### config.mk
export PLATFORM = sky130hd
export DESIGN_NAME = nn_classification_scheduler
export DESIGN_NICKNAME = d
export VERILOG_FILES = /design/src/rtl/nn_classification_scheduler.sv
export SDC_FILE = /design/constraint.sdc
export NUM_CORES = 1
export LEC_CHECK = 0
export CORE_AREA = 2 2 126 128
export CTS_BUF_LIST = sky130_fd_sc_hd__clkbuf_16
export DETAILED_ROUTE_END_ITERATION = 10
export DIE_AREA = 0 0 128 130
export PLACE_DENSITY = 0.78
export SYNTH_ARGS = -nofsm -noshare
export SYNTH_HDL_FRONTEND = slang
export SYNTH_SLANG_ARGS = --single-unit
### constraint.sdc
create_clock -name aclk -period 5 [get_ports aclk]
set_clock_uncertainty 0.05 [all_clocks]
set_input_delay 0.5 -clock aclk [delete_from_list [all_inputs] [get_ports aclk]]
set_output_delay 0.5 -clock aclk [all_outputs]
set_load 0.05 [all_outputs]
### src/rtl/nn_classification_scheduler.sv
// Batch sequencer for forward_nn_classification_bram: header parse, weight/input BRAM loads, core start/done, result streaming.
// Optional weight cache (reuse weights across packets): define NN_SCHED_WGT_CACHE_EN.
module nn_classification_scheduler #(
    parameter int WGT_WORDS = 10,
    parameter int INP_WORDS = 9,
    parameter int OUT_WORDS = 4
) (
    input  logic        aclk,
    input  logic        areset,
    input  logic [63:0] s_axis_tdata,
    input  logic        s_axis_tvalid,
    output logic        s_axis_tready,
    output logic [63:0] m_axis_tdata,
    output logic        m_axis_tvalid,
    input  logic        m_axis_tready,
    output logic        m_axis_tlast,
    output logic        wb_ena,
    output logic [7:0]  wb_wea,
    output logic [3:0]  wb_addra,
    output logic [63:0] wb_dina,
    output logic        xij_ena,
    output logic [7:0]  xij_wea,
    output logic [3:0]  xij_addra,
    output logic [63:0] xij_dina,
    output logic        core_start,
    input  logic        core_done,
    output logic        xout_enb,
    output logic [3:0]  xout_addrb,
    input  logic [15:0] xout_doutb,
    output logic        busy,
    output logic        err_no_wgt,
    output logic [7:0]  sample_idx
);

    typedef enum logic [3:0] {
        S_IDLE, S_HDR, S_WGT, S_INP, S_START, S_ARM, S_WAIT, S_RD_ISSUE, S_RD_CAP, S_RD_HOLD
    } state_t;

    state_t      state_q, state_d;
    logic [3:0]  word_cnt_q;
    logic [3:0]  out_cnt_q;
    logic [7:0]  sample_q;
    logic [7:0]  n_q;
    logic        drop_q;
    logic        tready_q;
    logic        start_q;
    logic        busy_q;
    logic        enb_q;
    logic [63:0] mdata_q;
    logic        mvalid_q;
    logic        mlast_q;

    logic        s_hs;
    logic        wgt_last;
    logic        inp_last;
    logic        out_last;
    logic        last_sample;
    logic        hdr_need_wgt;
    logic        hdr_drop;
    logic [7:0]  hdr_n;

    assign s_hs        = s_axis_tvalid & tready_q;
    assign hdr_n       = s_axis_tdata[15:8];
    assign wgt_last    = (word_cnt_q == 4'(WGT_WORDS - 1));
    assign inp_last    = (word_cnt_q == 4'(INP_WORDS - 1));
    assign out_last    = (out_cnt_q == 4'(OUT_WORDS - 1));
    assign last_sample = (sample_q == n_q - 8'd1);

`ifdef NN_SCHED_WGT_CACHE_EN
    logic wgt_valid_q;
    logic err_q;

    // Without loaded weights a no-weight header cannot run; its inputs are drained instead.
    assign hdr_need_wgt = s_axis_tdata[0];
    assign hdr_drop     = ~s_axis_tdata[0] & ~wgt_valid_q;
    assign err_no_wgt   = err_q;
`else
    assign hdr_need_wgt = 1'b1;
    assign hdr_drop     = 1'b0;
    assign err_no_wgt   = 1'b0;
`endif

    assign s_axis_tready = tready_q;
    assign wb_ena        = (state_q == S_WGT) & s_hs;
    assign wb_wea        = {8{wb_ena}};
    assign wb_addra      = word_cnt_q;
    assign wb_dina       = s_axis_tdata;
    assign xij_ena       = (state_q == S_INP) & s_hs & ~drop_q;
    assign xij_wea       = {8{xij_ena}};
    assign xij_addra     = word_cnt_q;
    assign xij_dina      = s_axis_tdata;
    assign core_start    = start_q;
    assign xout_enb      = enb_q;
    assign xout_addrb    = out_cnt_q;
    assign m_axis_tdata  = mdata_q;
    assign m_axis_tvalid = mvalid_q;
    assign m_axis_tlast  = mlast_q;
    assign busy          = busy_q;
    assign sample_idx    = sample_q;

    always_comb begin
        state_d = state_q;
        case (state_q)
            S_IDLE:  state_d = S_HDR;
            S_HDR: begin
                if (s_hs) begin
                    if (hdr_need_wgt)       state_d = S_WGT;
                    else if (hdr_n == 8'd0) state_d = S_IDLE;
                    else                    state_d = S_INP;
                end
            end
            S_WGT: begin
                if (s_hs && wgt_last) state_d = (n_q == 8'd0) ? S_IDLE : S_INP;
            end
            S_INP: begin
                if (s_hs && inp_last) begin
                    if (!drop_q)          state_d = S_START;
                    else if (last_sample) state_d = S_IDLE;
                end
            end
            S_START:    state_d = S_ARM;
            // ARM skips one cycle so a done level left over from the previous run is ignored.
            S_ARM:      state_d = S_WAIT;
            S_WAIT:     if (core_done) state_d = S_RD_ISSUE;
            S_RD_ISSUE: state_d = S_RD_CAP;
            S_RD_CAP:   state_d = S_RD_HOLD;
            S_RD_HOLD: begin
                if (m_axis_tready) begin
                    if (!out_last)        state_d = S_RD_ISSUE;
                    else if (last_sample) state_d = S_IDLE;
                    else                  state_d = S_INP;
                end
            end
            default: state_d = S_IDLE;
        endcase
    end

    always_ff @(posedge aclk or posedge areset) begin
        if (areset) begin
            state_q    <= S_IDLE;
            word_cnt_q <= '0;
            out_cnt_q  <= '0;
            sample_q   <= '0;
            n_q        <= '0;
            drop_q     <= 1'b0;
            tready_q   <= 1'b0;
            start_q    <= 1'b0;
            busy_q     <= 1'b0;
            enb_q      <= 1'b0;
            mdata_q    <= '0;
            mvalid_q   <= 1'b0;
            mlast_q    <= 1'b0;
`ifdef NN_SCHED_WGT_CACHE_EN
            wgt_valid_q <= 1'b0;
            err_q       <= 1'b0;
`endif
        end else begin
            state_q  <= state_d;
            tready_q <= (state_d == S_HDR) || (state_d == S_WGT) || (state_d == S_INP);
            start_q  <= (state_d == S_START);
            busy_q   <= (state_d != S_IDLE);
            enb_q    <= (state_d == S_RD_ISSUE);

            // A dropped sample stays in INP, so its word count wraps explicitly.
            if ((state_d != state_q) || ((state_q == S_INP) && s_hs && inp_last))
                word_cnt_q <= '0;
            else if (s_hs)
                word_cnt_q <= word_cnt_q + 4'd1;

            case (state_q)
                S_HDR: begin
                    if (s_hs) begin
                        n_q       <= hdr_n;
                        drop_q    <= hdr_drop;
                        sample_q  <= '0;
                        out_cnt_q <= '0;
`ifdef NN_SCHED_WGT_CACHE_EN
                        err_q <= hdr_drop;
                        if (hdr_need_wgt) wgt_valid_q <= 1'b0;
`endif
                    end
                end
                S_WGT: begin
`ifdef NN_SCHED_WGT_CACHE_EN
                    if (s_hs && wgt_last) wgt_valid_q <= 1'b1;
`endif
                end
                S_INP: begin
                    if (s_hs && inp_last && drop_q)
                        sample_q <= last_sample ? 8'd0 : sample_q + 8'd1;
                end
                S_RD_CAP: begin
                    mdata_q  <= {xout_doutb, 48'd0};
                    mvalid_q <= 1'b1;
                    mlast_q  <= out_last & last_sample;
                end
                S_RD_HOLD: begin
                    if (m_axis_tready) begin
                        mvalid_q <= 1'b0;
                        mlast_q  <= 1'b0;
                        if (out_last) begin
                            out_cnt_q <= '0;
                            sample_q  <= last_sample ? 8'd0 : sample_q + 8'd1;
                        end else begin
                            out_cnt_q <= out_cnt_q + 4'd1;
                        end
                    end
                end
                default: ;
            endcase
        end
    end

endmodule

* Word-level counts from Yosys, hierarchy flattened
Cells that the tools add are included.
** Operators by class
- $add $sub $neg :: 4
- Eq/ne operators :: 22
- Bitwise operators :: 5
- Mux-type cells :: 23
- Reduce and logical (&&, ||, !) cells :: 18
** Operators by type and width (number)
- $mux 4 :: 10
- $pmux 4 s10 :: 1
- $mux 8 :: 4
- $eq 4x3->1 const B :: 6
- $eq 4x2->1 const B :: 5
- $eq 4x4->1 const B :: 4
- $pmux 8 s2 :: 1
- $add 4x1->4 const B :: 2
- $add 8x1->8 const B :: 1
- $eq 4x1->1 const B :: 2
- $eq 8x8->1 :: 1
- $logic_not 8->1 :: 1
- $pmux 4 s2 :: 1
- $sub 8x1->8 const B :: 1
- $ne 2x2->1 const B :: 3
- $reduce_bool 2->1 :: 3
- $reduce_and 5->1 :: 1
- $and 1x1->1 :: 4
- $logic_and 1x1->1 :: 4
- $logic_not 4->1 :: 1
- $mux 2 :: 2
- $ne 4x4->1 :: 1
- $pmux 1 s2 :: 2
- $reduce_and 2->1 :: 2
- 7 further kinds :: 9
** Storage, ports and cells
- Bits in registers :: 50
- Output and inout bits :: 237
- Input port bits :: 85

* Longest topological paths before layout
- Depth after elaboration :: 9
- Mapped depth :: 9
- Mapped depth without buffers :: 8

* Least setup slack after synthesis
No wires, ideal clock.
- Kind :: reg2out
- From :: reg tready_q, in the netlist s_axis_tready
- To :: out xij_wea[0]
- Stages on the path, launching flop included :: 4
- Path buffers :: 1
- Setup slack :: 1.525 ns
- Data arrival time :: 2.925 ns
- Cell sequence :: dfrtp_1 nand2_1 nor3_1 buf_4
** Between the ends
- Cells in the longest elaborated chain, start to end :: 2
** Ends and longest elaborated chain
- start: declaration :: RTL line 45 : logic tready_q;
- start signal: assignment :: RTL line 159 : tready_q <= (state_d == S_HDR) || (state_d == S_WGT) || (state_d == S_INP);
- $and 1x1->1 :: RTL line 62 : assign s_hs = s_axis_tvalid & tready_q;
- $and 1x1->1 :: RTL line 88 : assign xij_ena = (state_q == S_INP) & s_hs & ~drop_q;
- end: declaration :: RTL line 22 : output logic [7:0] xij_wea,
Every way passes these cells.

* Worst setup path in the final report
- From :: in s_axis_tvalid
- To :: out wb_wea[5]
** Between the ends
- Cells in the longest elaborated chain, start to end :: 2
** Ends and longest elaborated chain
- start: declaration :: RTL line 11 : input logic s_axis_tvalid,
- $and 1x1->1 :: RTL line 62
- $and 1x1->1 :: RTL line 84 : assign wb_ena = (state_q == S_WGT) & s_hs;
- end: declaration :: RTL line 18 : output logic [7:0] wb_wea,
Every way passes these cells.

==> impl_results.md <==
* Number of buffers created by CTS at 5
* Final worst path period share at 0.630
* Vias/cell at 4.36
* Die width at 128 um
* Number of antenna violations at the first check in global routing at 0
* RSZ-0062 raised after global routing: false
* ANT cells at 0
* Logic pwr share at 0.495
* Grt total ovfl at 0
* WL per Instance at 14.0 um
* Static leakage at 1.82 nW
* Synth area leaders: buf_4 (35%), dfrtp_1 (29%), mux2_2 (6.1%), xor2_1 (2.5%), ha_1 (2.1%)
* Yosys top cell area share at 0.347
* GRT Util Overall at 0.0962
* Post-synth top area cell: buf_4
* Post-CTS resize count at 0
* Hold wc startpoint: m_axis_tvalid$_DFFE_PP0P_
* Dpl ws at 1.77 ns
* CTS Hold Bufs at 0
* Initial Utilization at 0.277
* Unique cell type count in the Yosys netlist at 60
* Die extent in y at 130 um
* CP Launch Type: primary input
* Initial DRC count at between 70 and 80
* Slew HR at 0.294
* HPWL Detailed at ~6.6 mm
* Syn-to-layout area delta at 1.41%
* CP cell instances: clkdlybuf4s50_1, nand2_1, nor2_1, clkdlybuf4s50_1
* Reg power frac at 0.314
* MaxCap Viol Count at 0
* Full die area at around 0.017 sq mm
* TNS Setup at 0 ns
* Net Sw Power at ~0.00085 W
* Core Region at 0.0154 sq mm
* Largest net degree at the start of global routing at 51
* Setup ws final at around 1.9 ns
* Max rail drop VDD at around 140 uV
* Vias at 2606
* Avg Inst Size Synth at 9.48 sq um
* Crit path top cell by count: clkdlybuf4s50_1
* Drt drc at 0
* CTS Root Cell: clkbuf_16
* Skew-Pair Late Insertion Delay at 0.29 ns
* Vias in the first global route at about 2400
* Fmax at approximately 320 MHz
* CP endpoint kind: output port
* Hold Crit Class: flop to flop
* Most frequent cells in the layout: clkdlybuf4s50_1 (104), dfrtp_1 (50), conb_1 (49)
* Worst Path Required at 4.45 ns
* Yosys reg bits at 50
* Post-synth EDFFs at 0
* Status: complete, no violations
* CP Class: primary input to output port
* Port Buffer Count at 104
* Core Rows at 46
* Post-Syn Area at between 0.004 and 0.005 sq mm
* Actual slew at the worst max-slew pin at 1.06 ns
* DRT Wirelength at ~8.4 mm
* Reg2reg start: state_q[0]$_DFF_PP0_
* Synth Flop Type: dfrtp_1
* Number of routed nets with antenna violations at 0
* Crit-path max cell delay at 0.90 ns
* First-pass GRT wire length at 12.6 mm
* CP startpoint: s_axis_tvalid
* Worst-path fanout max at 9
* Max Slew Vio Count at 0
* Sequential share of the synthesized area at 0.293
* Num Clock Sinks at 50
* Pwr Density at 415 mW/mm^2
* Final min period at ~3.1 ns
* Ys async rst share at 1.00
* Layout cells sized above 1 at 0.123
* H-tree levels at 2
* GPL Wtd Cong at around 0.84
* Reg clk slew, reported paths at 0.07 ns
* TritonRoute pass-1 iters at 4
* Hold Vio Cnt, Final at 0
* Synth Instances at 450
* Int Power at 0.000946 W
* Setup Fix Bufs, Post-CTS at 0
* Max clock buf depth at 2
* Yosys warns at 0
* Crit path DAT at between 2 and 3 ns
* Setup violators final at 0
* Critical-path top delay cell: clkdlybuf4s50_1
* NumNets Final at 497
* Clock network fraction of design power at 0.191
* Commonest non-fill, non-tap cell in the layout: clkdlybuf4s50_1
* Switching Share at 0.473
* CTS tree: yes
* Top Ports at 322
-- final timing paths --
path | end | slack, ns | cells past startpoint
worst min-delay path | m_axis_tvalid$_DFFE_PP0P_ | 0.44 | 1
max in group asynchronous | sample_idx[4]$_DFFE_PP0P_ | 3.49 | 2
worst min register to register | m_axis_tvalid$_DFFE_PP0P_ | 0.44 | 1
worst max register to register | sample_idx[5]$_DFFE_PP0P_ | 2.23 | 6
worst max-delay path | wb_wea[5] | 1.85 | 4
min in group asynchronous | m_axis_tdata[51]$_DFFE_PP0P_ | 0.74 | 2
-- synth_stat cells, types with 3 or more instances --
cell      number
a211oi_1       6
a21oi_1       10
a22o_1         3
a31oi_1        3
and2_1         3
and3_1         3
buf_4        197
clkbuf_1       4
dfrtp_1       50
ha_1           7
inv_1          8
mux2_2        23
nand2_1       20
nand3_1        8
nand4_1        5
nor2_1        13
nor3_1         6
o21ai_0       11
o31ai_1        4
xnor2_1        5
xor2_1        12
-- routing by layer --
layer | track usage | routed length, um | share of wire
met5 | 0 | 0 | 0
met4 | 0.0782 | 500 | 0.060
met3 | 0.0312 | 765 | 0.091
met2 | 0.156 | 3990 | 0.48
met1 | 0.103 | 3110 | 0.37
-- critical path: cells and delay by family --
kind | cells | cell delay, ns
buffers and inverters | 2 | 1.39
and+or+nand+nor | 2 | 0.70
-- per-stage QoR --
step | hold WS, ns | std cells | utilization | cell area [sq um] | total power (W)
final | 0.442 | 598 | 0.281 | 4330 | 0.00179
after floorplan | 0.475 | 498 | - | 4450 | 0.00159
after CTS | 0.446 | 598 | 0.281 | 4330 | 0.00181
after detailed placement | 0.424 | 590 | 0.271 | 4180 | 0.00146
after global routing | 0.464 | 598 | 0.281 | 4330 | 0.00191
after global placement | 0.430 | 590 | 0.271 | 4180 | 0.00145
-- flip-flops by register name, summed over array words and instances, names as in the netlist --
name and count:
m_axis_tlast 1, state_q 4, busy 1, m_axis_tvalid 1, core_start 1, wb_addra 4, s_axis_tready 1, m_axis_tdata 16
sample_idx 8, n_q 8, xout_addrb 4, xout_enb 1
-- kinds of logic after synthesis --
group	after synthesis	share of synthesized area
and+or+nand+nor	75	0.101
buffers and inverters	215	0.377
muxes	24	0.0630
AOI/OAI and AO/OA	61	0.110
adders and majority gates	7	0.0205
DFF	50	0.293
xor gates and xnor gates	17	0.0349
other	1	0.000879
-- final cells by class --
type | instances | area (sq um)
Clock buffer | 5 | 125
Multi-Input combinational cell | 233 | 1600
Tap cell | 192 | 240
Sequential cell | 50 | 1250
Timing Repair Buffer | 106 | 1060
Clock inverter | 3 | 23.8
Fill cell | 1599 | 11100
Inverter | 9 | 33.8
-- power groups by stage --
stage	Combinational (W)	Clock (W)	Sequential, W
CTS	0.000894	0.000354	0.000564
detailed placement	0.000892	0	0.000572
global route	0.000957	0.000374	0.000578
finish	0.000888	0.000343	0.000564
global placement	0.000879	0	0.000570
floorplan	0.000995	0	0.000590
(Power assumes the default switching activity.)
